===== src/rtl/alu_seq_ctrl.sv =====
// alu_seq_ctrl: multi-cycle sequencer for a register-file/ALU datapath.
// Define ALU_CMP_EN to make ALUop=01 a compare that skips write-back.
module alu_seq_ctrl #(
    parameter logic [2:0] OPC_ALU = 3'b101
) (
    input  logic        clk,
    input  logic        reset_n,
    input  logic        start,
    input  logic [15:0] instr,
    output logic [2:0]  readnum,
    output logic [2:0]  writenum,
    output logic        write,
    output logic        loada,
    output logic        loadb,
    output logic        loadc,
    output logic        loads,
    output logic [1:0]  ALUop,
    output logic [1:0]  shift,
    output logic        busy,
    output logic        done,
    output logic        err
);

    typedef enum logic [2:0] {
        IDLE,
        GET_A,
        GET_B,
        EXEC,
        WRITE
    } state_t;

    state_t     state;

    // latched fields still needed after the accepting edge
    logic [1:0] ir_aluop;
    logic [2:0] ir_rd;
    logic [1:0] ir_shift;
    logic [2:0] ir_rm;

    logic       is_cmp;

`ifdef ALU_CMP_EN
    assign is_cmp = (ir_aluop == 2'b01);
`else
    assign is_cmp = 1'b0;
`endif

    // state walk; outputs are set for the state being entered
    always_ff @(posedge clk) begin
        readnum  <= '0;
        writenum <= '0;
        write    <= 1'b0;
        loada    <= 1'b0;
        loadb    <= 1'b0;
        loadc    <= 1'b0;
        loads    <= 1'b0;
        ALUop    <= '0;
        shift    <= '0;
        busy     <= 1'b0;
        done     <= 1'b0;
        err      <= 1'b0;
        if (!reset_n) begin
            state    <= IDLE;
            ir_aluop <= '0;
            ir_rd    <= '0;
            ir_shift <= '0;
            ir_rm    <= '0;
        end else begin
            case (state)
                IDLE: begin
                    if (start) begin
                        ir_aluop <= instr[12:11];
                        ir_rd    <= instr[7:5];
                        ir_shift <= instr[4:3];
                        ir_rm    <= instr[2:0];
                        if (instr[15:13] != OPC_ALU) begin
                            done <= 1'b1;
                            err  <= 1'b1;
                        end else if (instr[12:11] == 2'b11) begin
                            state   <= GET_B;
                            readnum <= instr[2:0];
                            loadb   <= 1'b1;
                            busy    <= 1'b1;
                        end else begin
                            state   <= GET_A;
                            readnum <= instr[10:8];
                            loada   <= 1'b1;
                            busy    <= 1'b1;
                        end
                    end
                end
                GET_A: begin
                    state   <= GET_B;
                    readnum <= ir_rm;
                    loadb   <= 1'b1;
                    busy    <= 1'b1;
                end
                GET_B: begin
                    state <= EXEC;
                    ALUop <= ir_aluop;
                    shift <= ir_shift;
                    loadc <= !is_cmp;
                    loads <= 1'b1;
                    busy  <= 1'b1;
                end
                EXEC: begin
                    if (is_cmp) begin
                        state <= IDLE;
                        done  <= 1'b1;
                    end else begin
                        state    <= WRITE;
                        writenum <= ir_rd;
                        write    <= 1'b1;
                        busy     <= 1'b1;
                    end
                end
                WRITE: begin
                    state <= IDLE;
                    done  <= 1'b1;
                end
                default: state <= IDLE;
            endcase
        end
    end

endmodule


===== config.mk =====
export PLATFORM = sky130hd
export DESIGN_NAME = alu_seq_ctrl
export DESIGN_NICKNAME = d
export VERILOG_FILES = /design/src/rtl/alu_seq_ctrl.sv
export SDC_FILE = /design/constraint.sdc
export NUM_CORES = 1
export LEC_CHECK = 0
export CELL_PAD_IN_SITES_DETAIL_PLACEMENT = 1
export CELL_PAD_IN_SITES_GLOBAL_PLACEMENT = 2
export CORE_ASPECT_RATIO = 1.2
export CORE_MARGIN = 2
export CORE_UTILIZATION = 25
export CTS_CLUSTER_DIAMETER = 150
export DETAILED_ROUTE_END_ITERATION = 10
export GPL_ROUTABILITY_DRIVEN = 1
export PLACE_DENSITY_LB_ADDON = 0.1
export SLEW_MARGIN = 20
export SYNTH_ARGS = -nofsm -noshare
export SYNTH_HDL_FRONTEND = slang
export SYNTH_SLANG_ARGS = --single-unit

===== constraint.sdc =====
create_clock -name clk -period 1.92 [get_ports clk]
set_input_delay 0.288 -clock clk [delete_from_list [all_inputs] [get_ports clk]]
set_output_delay 0.288 -clock clk [all_outputs]
set_load 0.01 [all_outputs]

Word-level counts from Yosys, hierarchy flattened

Cells that the tools add are included.
Widths: inputs -> output; s select.

Bits in registers: 30
Bits of input ports: 19
Output and inout bits: 18
Logic and storage cells: 56

Eq/ne operators: 8
Muxes and demuxes: 21
Bitwise gates (word level): 3
Reduce and logical (&&, ||, !) cells: 8

Operators with widths:

| kind               | count |
|---|---|
| $mux 3             | 5 |
| $pmux 3 s4         | 1 |
| $mux 1             | 10 |
| $reduce_and 2->1   | 5 |
| $eq 3x2->1 const B | 2 |
| $pmux 1 s2         | 3 |
| $pmux 3 s2         | 1 |
| $ne 2x2->1 const B | 2 |
| $reduce_or 4->1    | 1 |
| $eq 3x1->1 const B | 1 |
| $eq 3x3->1 const B | 1 |
| $logic_not 3->1    | 1 |
| $ne 3x3->1 const B | 1 |
| $not 1->1          | 3 |
| $reduce_or 3->1    | 1 |
| $eq 2x2->1 const B | 1 |
| $mux 2             | 1 |

Longest topological paths before layout

Gate-level depths: netlist (run 1).

Depth after elaboration: 5
Gate-level depth with buffers: 5
Mapped depth without buffers: 3

Worst setup path before layout (run 1)

No wires, ideal clock.

Kind: register to register
From: reg state[1]
To: reg ir_aluop[0]
Library setup time: 116 ps
Arrival: 1,220 ps
Required time: 1,804 ps
Path slack: 583 ps
Cell stages (with the launch flop): 6
Path buffers: 2
Clock period less this slack: 1,337 ps
Path through: dfxtp_1 -> buf_2 -> or4b_1 -> buf_2 -> nand2_1 -> a21boi_1

Longest elaborated chain between the ends: 2

Ends and longest elaborated chain:

| item                              | RTL line | RTL |
|---|---|---|
| start: declaration                | 32       | `state_t state;` |
| start signal: assignment          | 63       | `state <= IDLE;` |
| start signal: assignment          | 80       | `state <= GET_B;` |
| start signal: assignment          | 85       | `state <= GET_A;` |
| $logic_not 3->1                   | 69       | `case (state)` |
| $reduce_and 2->1 (no source line) | -        |  |
| end signal: assignment            | 72       | `ir_aluop <= instr[12:11];` |
| end: declaration                  | 35       | `logic [1:0] ir_aluop;` |

Every way passes these cells.
A chain may end at the register's enable or synchronous reset.

Worst setup path after layout (run 1)

From: in start
To: reg ir_rm[0]

Longest elaborated chain between the ends: 1

Ends and longest elaborated chain:

| item                              | RTL line | RTL |
|---|---|---|
| start: declaration                | 8        | `input logic start,` |
| $reduce_and 2->1 (no source line) | -        |  |
| end signal: assignment            | 75       | `ir_rm <= instr[2:0];` |
| end: declaration                  | 38       | `logic [2:0] ir_rm;` |

Every way passes these cells.

==> flow_results.org, run 1 <==
** Outcome
- Run status :: complete, no violations

** Die
- The region available for standard cell placement spans 4230 um^2.
- Number of placed I/O pins :: 37
- The die covers 4930 um^2.
- The floorplan has 26 rows.
- Overall die width :: 64.4 um
- Die height :: about 76 um
- The initial utilization of the core area, before any placement, comes to 25.9%.

** Power and ir drop
- For this design the ratio of total power to cell area is 956 nW/um^2.
- Part of the power in combinational logic :: 9.1%
- Proportion of power drawn by flip-flops and latches :: a little over 40%
- Switching share of power :: 19.6%
- Internal Power :: 1.28 mW
- For this design the total switching power over the nets is 311 uW.
- Clock power share :: 49.4%
- Leak Pwr :: about 0.64 nW
- IR analysis of the VDD net gives a maximum drop of between 0.4 and 0.5 mV.

** Clocking
- H-Tree Level Count :: 2
- In this run, post-CTS repair resized a total of 0 instances.
- Buffers added to address setup during post-CTS repair amount to 0.
- Hold repair after CTS inserted 0 buffers.
- Insertion delay of the later-clocked pin in the worst-skew pair :: between 200 and 300 ps
- In this run the deepest clock path goes through 2 buffers.
- Root Driver :: clkbuf_8
- Clock transition at the registers of the reported paths :: 60 ps
- Num Clock Sinks :: 30
- TritonCTS created 5 clock buffers.
- TritonCTS built the clock tree.

** Worst setup path
- In this run the worst path has a maximum fanout of 10.
- The worst setup path is launched from an input port.
- Ordered list of cells on the worst path :: clkdlybuf4s50_1 > or4b_1 > buf_4 > nand2_1 > a21boi_1
- Worst endpoint data arrival time :: 1630 ps
- The slowest stage of the critical path is the clkdlybuf4s50_1 cell.
- STA classifies the critical path endpoint as a flip-flop.
- Measured in cells, the most critical reg-to-reg path has a length of 4.
- CP required :: 2090 ps
- Delay of the slowest cell on the worst path :: 530 ps
- Critical path start-end classification :: in -> reg

** Place
- Placed instance count :: about 210
- Once detailed placement completed, the half-perimeter wirelength came to around 2.0 mm.
- Routability Congestion :: 0.695
- Buffers on Ports :: 36

** Synthesis
- Synthesis produced a netlist with a net count of 136.
- Yosys reg bits :: 30
- In this run the mean area of a mapped cell was 9.36 um^2.
- Top-area cell type share of the netlist area :: 54.9%
- Number of enable-type register cells in the synthesized netlist :: 0
- In the synthesized netlist the async set-or-reset flop fraction comes to 0%.
- Among all flip-flop cells after synthesis, the most frequent one is dfxtp_1.
- In this run, distinct cell masters in the synthesized netlist total 27.
- Largest cells by area after synthesis :: dfxtp_1 (55%), nand2_1 (9.3%), a21boi_1 (6.9%), and2_1 (4.0%), a21oi_1 (2.7%)
- dfxtp_1 takes more of the synthesized area than any other cell.
- Syn Std Cell Area :: 1090 um^2
- Yosys warns :: 0
- The cell count after synthesis came out at 117.
- Sequential cells were found to cover 54.9% of the synthesized design area.

** Timing
- At the pin with the least slew margin, the transition time is 417 ps.
- The routed design could run at a clock period as short as around 1500 ps.
- Final period util :: 76.2%
- Clock skew on the completed layout was measured at 6.31 ps.
- Hold Vio Cnt, Final :: 0
- Highest attainable clock frequency :: 684 MHz
- Setup repair after global routing missed its margin :: false
- Headroom to the max-slew limit came out at 72.1%.
- Final number of max-transition violations :: 0
- Number of endpoints failing setup at the final stage :: 0
- Final total negative setup slack :: 0 ps

** Detailed routing
- After detailed routing, the number of remaining DRC violations is 0.
- Routed Wire Length :: roughly 2.7 mm
- The count of nets left with antenna violations once routing finished came out at 0.
- Vias/cell :: about 4.5
- In the final routed layout, each cell accounts on average for approximately 12 um.
- The first routing iteration left 51 violations.
- First-pass DRT Iterations :: 2
- Total vias in the final route :: 959

** Final layout
- Proportion of layout cells with a drive suffix above 1 :: 9.49%
- Count of inserted antenna diode cells :: 0
- Relative to the synthesized area, the layout overhead comes to 52.0%.
- Count of placed standard cells in the final layout, fillers left out :: 214
- Net count of the finished layout :: 176

** Job
- Max-cap violations :: 0

** Min path
- The min-delay analysis places its worst path in the category reg -> reg.
- Counting instances, the worst hold path has a depth of 2.

** Global routing
- Global-route total usage across every layer :: 11.5%
- Largest net degree at the start of global routing :: 14
- Via count of the first global-routing pass :: between 900 and 1000
- The first global-routing pass estimated 4.33 mm of wire.
- Overflow left after global routing :: 0
- The initial antenna violation count was 0.
[power groups by stage]
stage | Combinational, mW | Clock (mW) | Sequential, mW
2_1_floorplan | 0.0661 | 0 | 0.672
3_3_place_gp | 0.144 | 0 | 0.673
3_5_place_dp | 0.148 | 0 | 0.674
4_1_cts | 0.149 | 0.812 | 0.660
5_1_grt | 0.160 | 0.827 | 0.663
6_report | 0.145 | 0.787 | 0.660
[registers in the layout, summed over array words and instances (netlist names), 3 cells and up]
register  count
state         3
ir_rm         3
readnum       3
ir_rd         3
writenum      3
[cell type report]
cell class	instances	area, um^2
fillers	500	2560
flip-flops and latches	30	601
multi-input cells	80	460
repair buffers	40	390
clock buffers	6	82.6
well taps	56	70.1
clock inverters	2	60.1
[cells in the mapped netlist, types with 2 or more instances]
cell / count
a21boi_0: 3
a21boi_1: 10
a21oi_1: 6
and2_1: 7
and3_1: 3
buf_2: 3
clkbuf_1: 3
dfxtp_1: 30
nand2_1: 27
nand2b_1: 2
nor2_1: 4
nor3_1: 2
o211ai_1: 3
[layer usage]
layer	track usage, %	up-vias	part of all wire (%)
met5	0	-	0
met4	4.47	0	1.7
met3	4.28	5	5.1
met2	20.8	25	53
met1	11.7	454	40
li1	-	475	-
[cell usage in the layout (no fill, tap or decap), types with 2 or more instances in the layout]
cell type	synthesis	routed
clkdlybuf4s50_1	0	36
bufinv_16	0	2
nor2_1	4	4
o211ai_1	3	3
buf_4	1	4
dfxtp_1	30	30
and2_1	7	7
and3_1	3	3
a21boi_0	3	3
a21boi_1	10	10
nor3_1	2	2
clkbuf_8	0	6
a21oi_1	6	6
nand2b_1	2	2
nand2_1	27	27
[cells by family after synthesis]
| kind of cell | share of synthesized area [%] |
|---|---|
| AO/OA/AOI/OAI | 15.0 |
| flip-flops | 54.9 |
| buffers and inverters | 3.09 |
| AND/OR/NAND/NOR | 27.1 |
[metrics by stage]
stage	utilization [%]	total power, mW	area [um^2]	hold WS [ps]	worst slack [ps]
floorplan	-	0.738	1090	420	583
global placement	36.0	0.817	1520	441	208
detailed placement	36.0	0.822	1520	449	166
CTS	39.3	1.62	1660	460	462
global route	39.3	1.65	1660	480	430
finish	39.3	1.59	1660	459	457
[final timing paths]
check / startpoint / endpoint / slack (ps)
max: start / ir_rm[0] / 460
min: ir_aluop[0] / ir_aluop[0] / 460
max reg2reg: state[0] / ir_rm[0] / 510
min reg2reg: ir_aluop[0] / ir_aluop[0] / 460
[worst max-delay path, delay by kind of cell]
kind | cells | cell delay [ps]
buf+inv | 2 | 720
simple gates | 2 | 550
compound gates | 1 | 70
No activity file was read; power rests on OpenSTA's default activity.
==> run 2: changes to the inputs <==
Settings changed: CORE_UTILIZATION 25 to 23.
Clock period 1.92 ns to 1.25 ns, I/O delays scaled along.
==> run 2 against run 1 <==
Net effect: the flow now finishes with violations (negative setup slack); clock-buffer cell count rose by 1; worst hold slack worse by 10 ps; routed wire length grew 6.8%; sequential power up 53%; power grew 32%; via count increased by 3.3%; cell count rose by 7.9%; global-route usage increased by 0.22 points; largest cell class unchanged; largest power group is now registers.
==> flow_results.org, run 2 (synthesis gave the netlist of run 1 again) <==
** Outcome
- Run status :: finished, violations left
- Failing checks :: negative setup slack

** Timing
- Max-slew headroom at the worst pin :: 78.7%
- The hold violation total from the final report was 0.
- Period minus WS final :: 1300 ps
- Between clock sinks in the finished design, the worst skew comes to 5.52 ps.
- Final period util :: 104%
- The final max-slew violation count was 0.
- Setup violations remaining at the end of the flow were counted as 10.
- Highest attainable clock frequency :: 769 MHz
- Transition time at the pin with the least slew margin :: 320 ps
- After layout, the worst setup slack is -50.3 ps.
- Setup repair after global routing missed its margin :: true

** Worst setup path
- Maximum fanout encountered on the critical timing path :: 6
- In this run the critical register-to-register path is launched from state[2].
- Tracing the worst setup path back leads to its startpoint at state[2].
- Reg2Reg Setup Slack :: -50 ps
- The most critical setup path has its endpoint at ir_aluop[1].
- STA classifies the critical path startpoint as a flip-flop.
- Worst reg2reg path endpoint :: ir_aluop[1]
- Delay of the slowest cell on the worst path :: 580 ps
- The critical path goes through or4b_4 > buf_8 > nand2_2 > a21boi_2.
- Worst endpoint data arrival time :: 1470 ps
- Critical path start-end classification :: reg -> reg
- STA puts the critical path data required time at ~1400 ps.
- On the critical path, the stage with the largest delay is an instance of or4b_4.
- Cell class contributing the biggest share of worst-path delay :: simple AND/OR/NAND/NOR gates
- Number of buffers and inverters on the critical path :: 1
- Critical Path Sink Type :: flip-flop
- Counting buffers and inverters, the worst setup path is 4 cells deep.
- For the worst flop-to-flop path, the logic depth is 4.

** Die
- Overall die width :: 67.0 um
- 37 I/O pins were placed.
- The initialized floorplan defines 27 standard-cell rows.
- For this configuration, the core starts out at a cell density of a little under a quarter.
- The floorplan step defined a die boundary enclosing approximately 5300 um^2.
- Std-Cell Core Area :: 4590 um^2
- Die height :: 79.6 um

** Min path
- Hold Path Class :: in -> reg

** Clocking
- Clock buffer depth :: 2
- H-Tree Level Count :: 2
- Insertion delay of the later-clocked pin in the worst-skew pair :: between 200 and 300 ps
- TritonCTS built the clock tree.
- The tree is rooted in a clkbuf_8.
- Num Clock Sinks :: 30
- Clock transition at the registers of the reported paths :: 60 ps
- The number of hold buffers added after CTS was 0.
- Number of buffers created by CTS :: 5

** Detailed routing
- DRC viols :: 0
- Total vias in the final route :: 991
- After detailed routing, the total wire length is 2.84 mm.
- Antenna violation net count after detailed routing :: 0
- First-pass DRT Iterations :: 4
- Iteration-0 DRC count of the detailed router :: 33
- Dividing the detail-routed via count by the number of cells gives 4.29.
- After detailed routing, the average wire length per cell comes to 12.3 um.

** Global routing
- Most Crowded Layer GR :: met2
- Overflow left after global routing :: 0
- Global routing consumed, on the met3 layer, between 4 and 5% of the routing resources.
- For met2 alone, demand over resource in global routing was 20.2%.
- The number of global-route vias before repair is 996.
- Global-route total usage across every layer :: between 10% and 20%
- Met1 capacity usage during global routing :: 12.8%
- The initial antenna violation count came to 0.
- Largest net degree at the start of global routing :: 13
- First-pass GRT wire length :: 4.57 mm

** Final layout
- Leading cell types in the layout, fill and taps excluded :: dfxtp_1 (28), clkdlybuf4s50_1 (18), dlygate4sd2_1 (18), nand2_1 (14), buf_4 (14)
- Area grow syn2layout :: 65.3%
- Leading cell type in the layout, fill and taps excluded :: dfxtp_1
- At the end of the flow, the number of nets in the layout was 191.
- The count of cells in the finished layout, fillers not included, comes to 231.
- Summing all multi-input logic gate instances after layout gives 531 um^2.
- In the final layout, flip-flops and latches occupy 603 um^2.
- 0 antenna diodes ended up in the layout.
- Proportion of layout cells with a drive suffix above 1 :: approximately 28%
- Counting the fill cells in the layout gives 542.
- Final design utilization :: 39.4%

** Power and ir drop
- Dividing total power by cell area gives a power density of 1160 nW/um^2.
- For this design the static power due to leakage is 0.800 nW.
- Peak supply drop :: 0.432 mV

** Place
- During placement, the flow inserted port buffers numbering 36.
- Routability Congestion :: a little under 0.8
- Placed instance count :: ~220
- HPWL reported at the end of detailed placement :: around 2.2 mm

** Job
- Max-cap violations :: 0
run 2: cell count changes in the layout (fill, tap and decap cells not counted), moves of 3 or more:
cell             previous run  this run
buf_4                       4        14
nand2_2                     0        13
dlygate4sd2_1               0        18
clkdlybuf4s50_1            36        18
buf_6                       0         3
nand2_1                    27        14
run 2: cell type report:
type	instances	share of cell area, %
Multi-Input combinational cell	80	29.3
Clock inverter	1	0.277
Sequential cell	30	33.3
Tap cell	58	4.01
Clock buffer	7	4.77
Timing Repair Buffer	55	28.3
run 2: worst min-delay path, cell delays in order:
cell and delay (ps):
clkdlybuf4s50_1 390, nand2_1 50, a21boi_1 50
run 2: stage by stage:
step	setup TNS (ps)	setup slack, ps	cell area [um^2]	hold slack [ps]	power (mW)
global placement	-4930	-302	1650	437	1.30
CTS	-292	-33.9	1770	440	2.12
floorplan	-31.4	-3.15	1110	319	1.14
global route	-819	-87.5	1810	444	2.22
finish	-351	-50.3	1810	449	2.10
detailed placement	-5140	-320	1650	445	1.31
run 2: how the worst min path moves through the flow:
| stage | start | end | slack (ps) | cells after the start |
|---|---|---|---|---|
| 2_1_floorplan | start | loada | 320 | 2 |
| 3_3_place_gp | ir_rd[0] | ir_rd[0] | 440 | 2 |
| 3_5_place_dp | ir_rd[1] | ir_rd[1] | 440 | 2 |
| 4_1_cts | instr[6] | ir_rd[1] | 440 | 3 |
| 5_1_grt | instr[6] | ir_rd[1] | 440 | 3 |
| 6_report | instr[6] | ir_rd[1] | 450 | 3 |
run 2: report_power, final:
| group | leakage (nW) | internal (mW) | switching [mW] |
|---|---|---|---|
| sequential | 0.245 | 0.993 | 0.0192 |
| clock | 0.0482 | 0.443 | 0.341 |
| combinational | 0.507 | 0.173 | 0.128 |
run 2: timing repair:
action | 4_1_cts | 5_1_grt
pin swaps | 12 | 6
resized for setup | 31 | 12
buffers inserted | 1 | 0
endpoints found under the setup margin | 32 | 18
run 2: metal layers:
metal | share of wire [%] | up-vias
li1 | - | 502
met1 | 41 | 457
met2 | 52 | 27
met3 | 5.7 | 5
met4 | 1.4 | 0
met5 | 0 | -
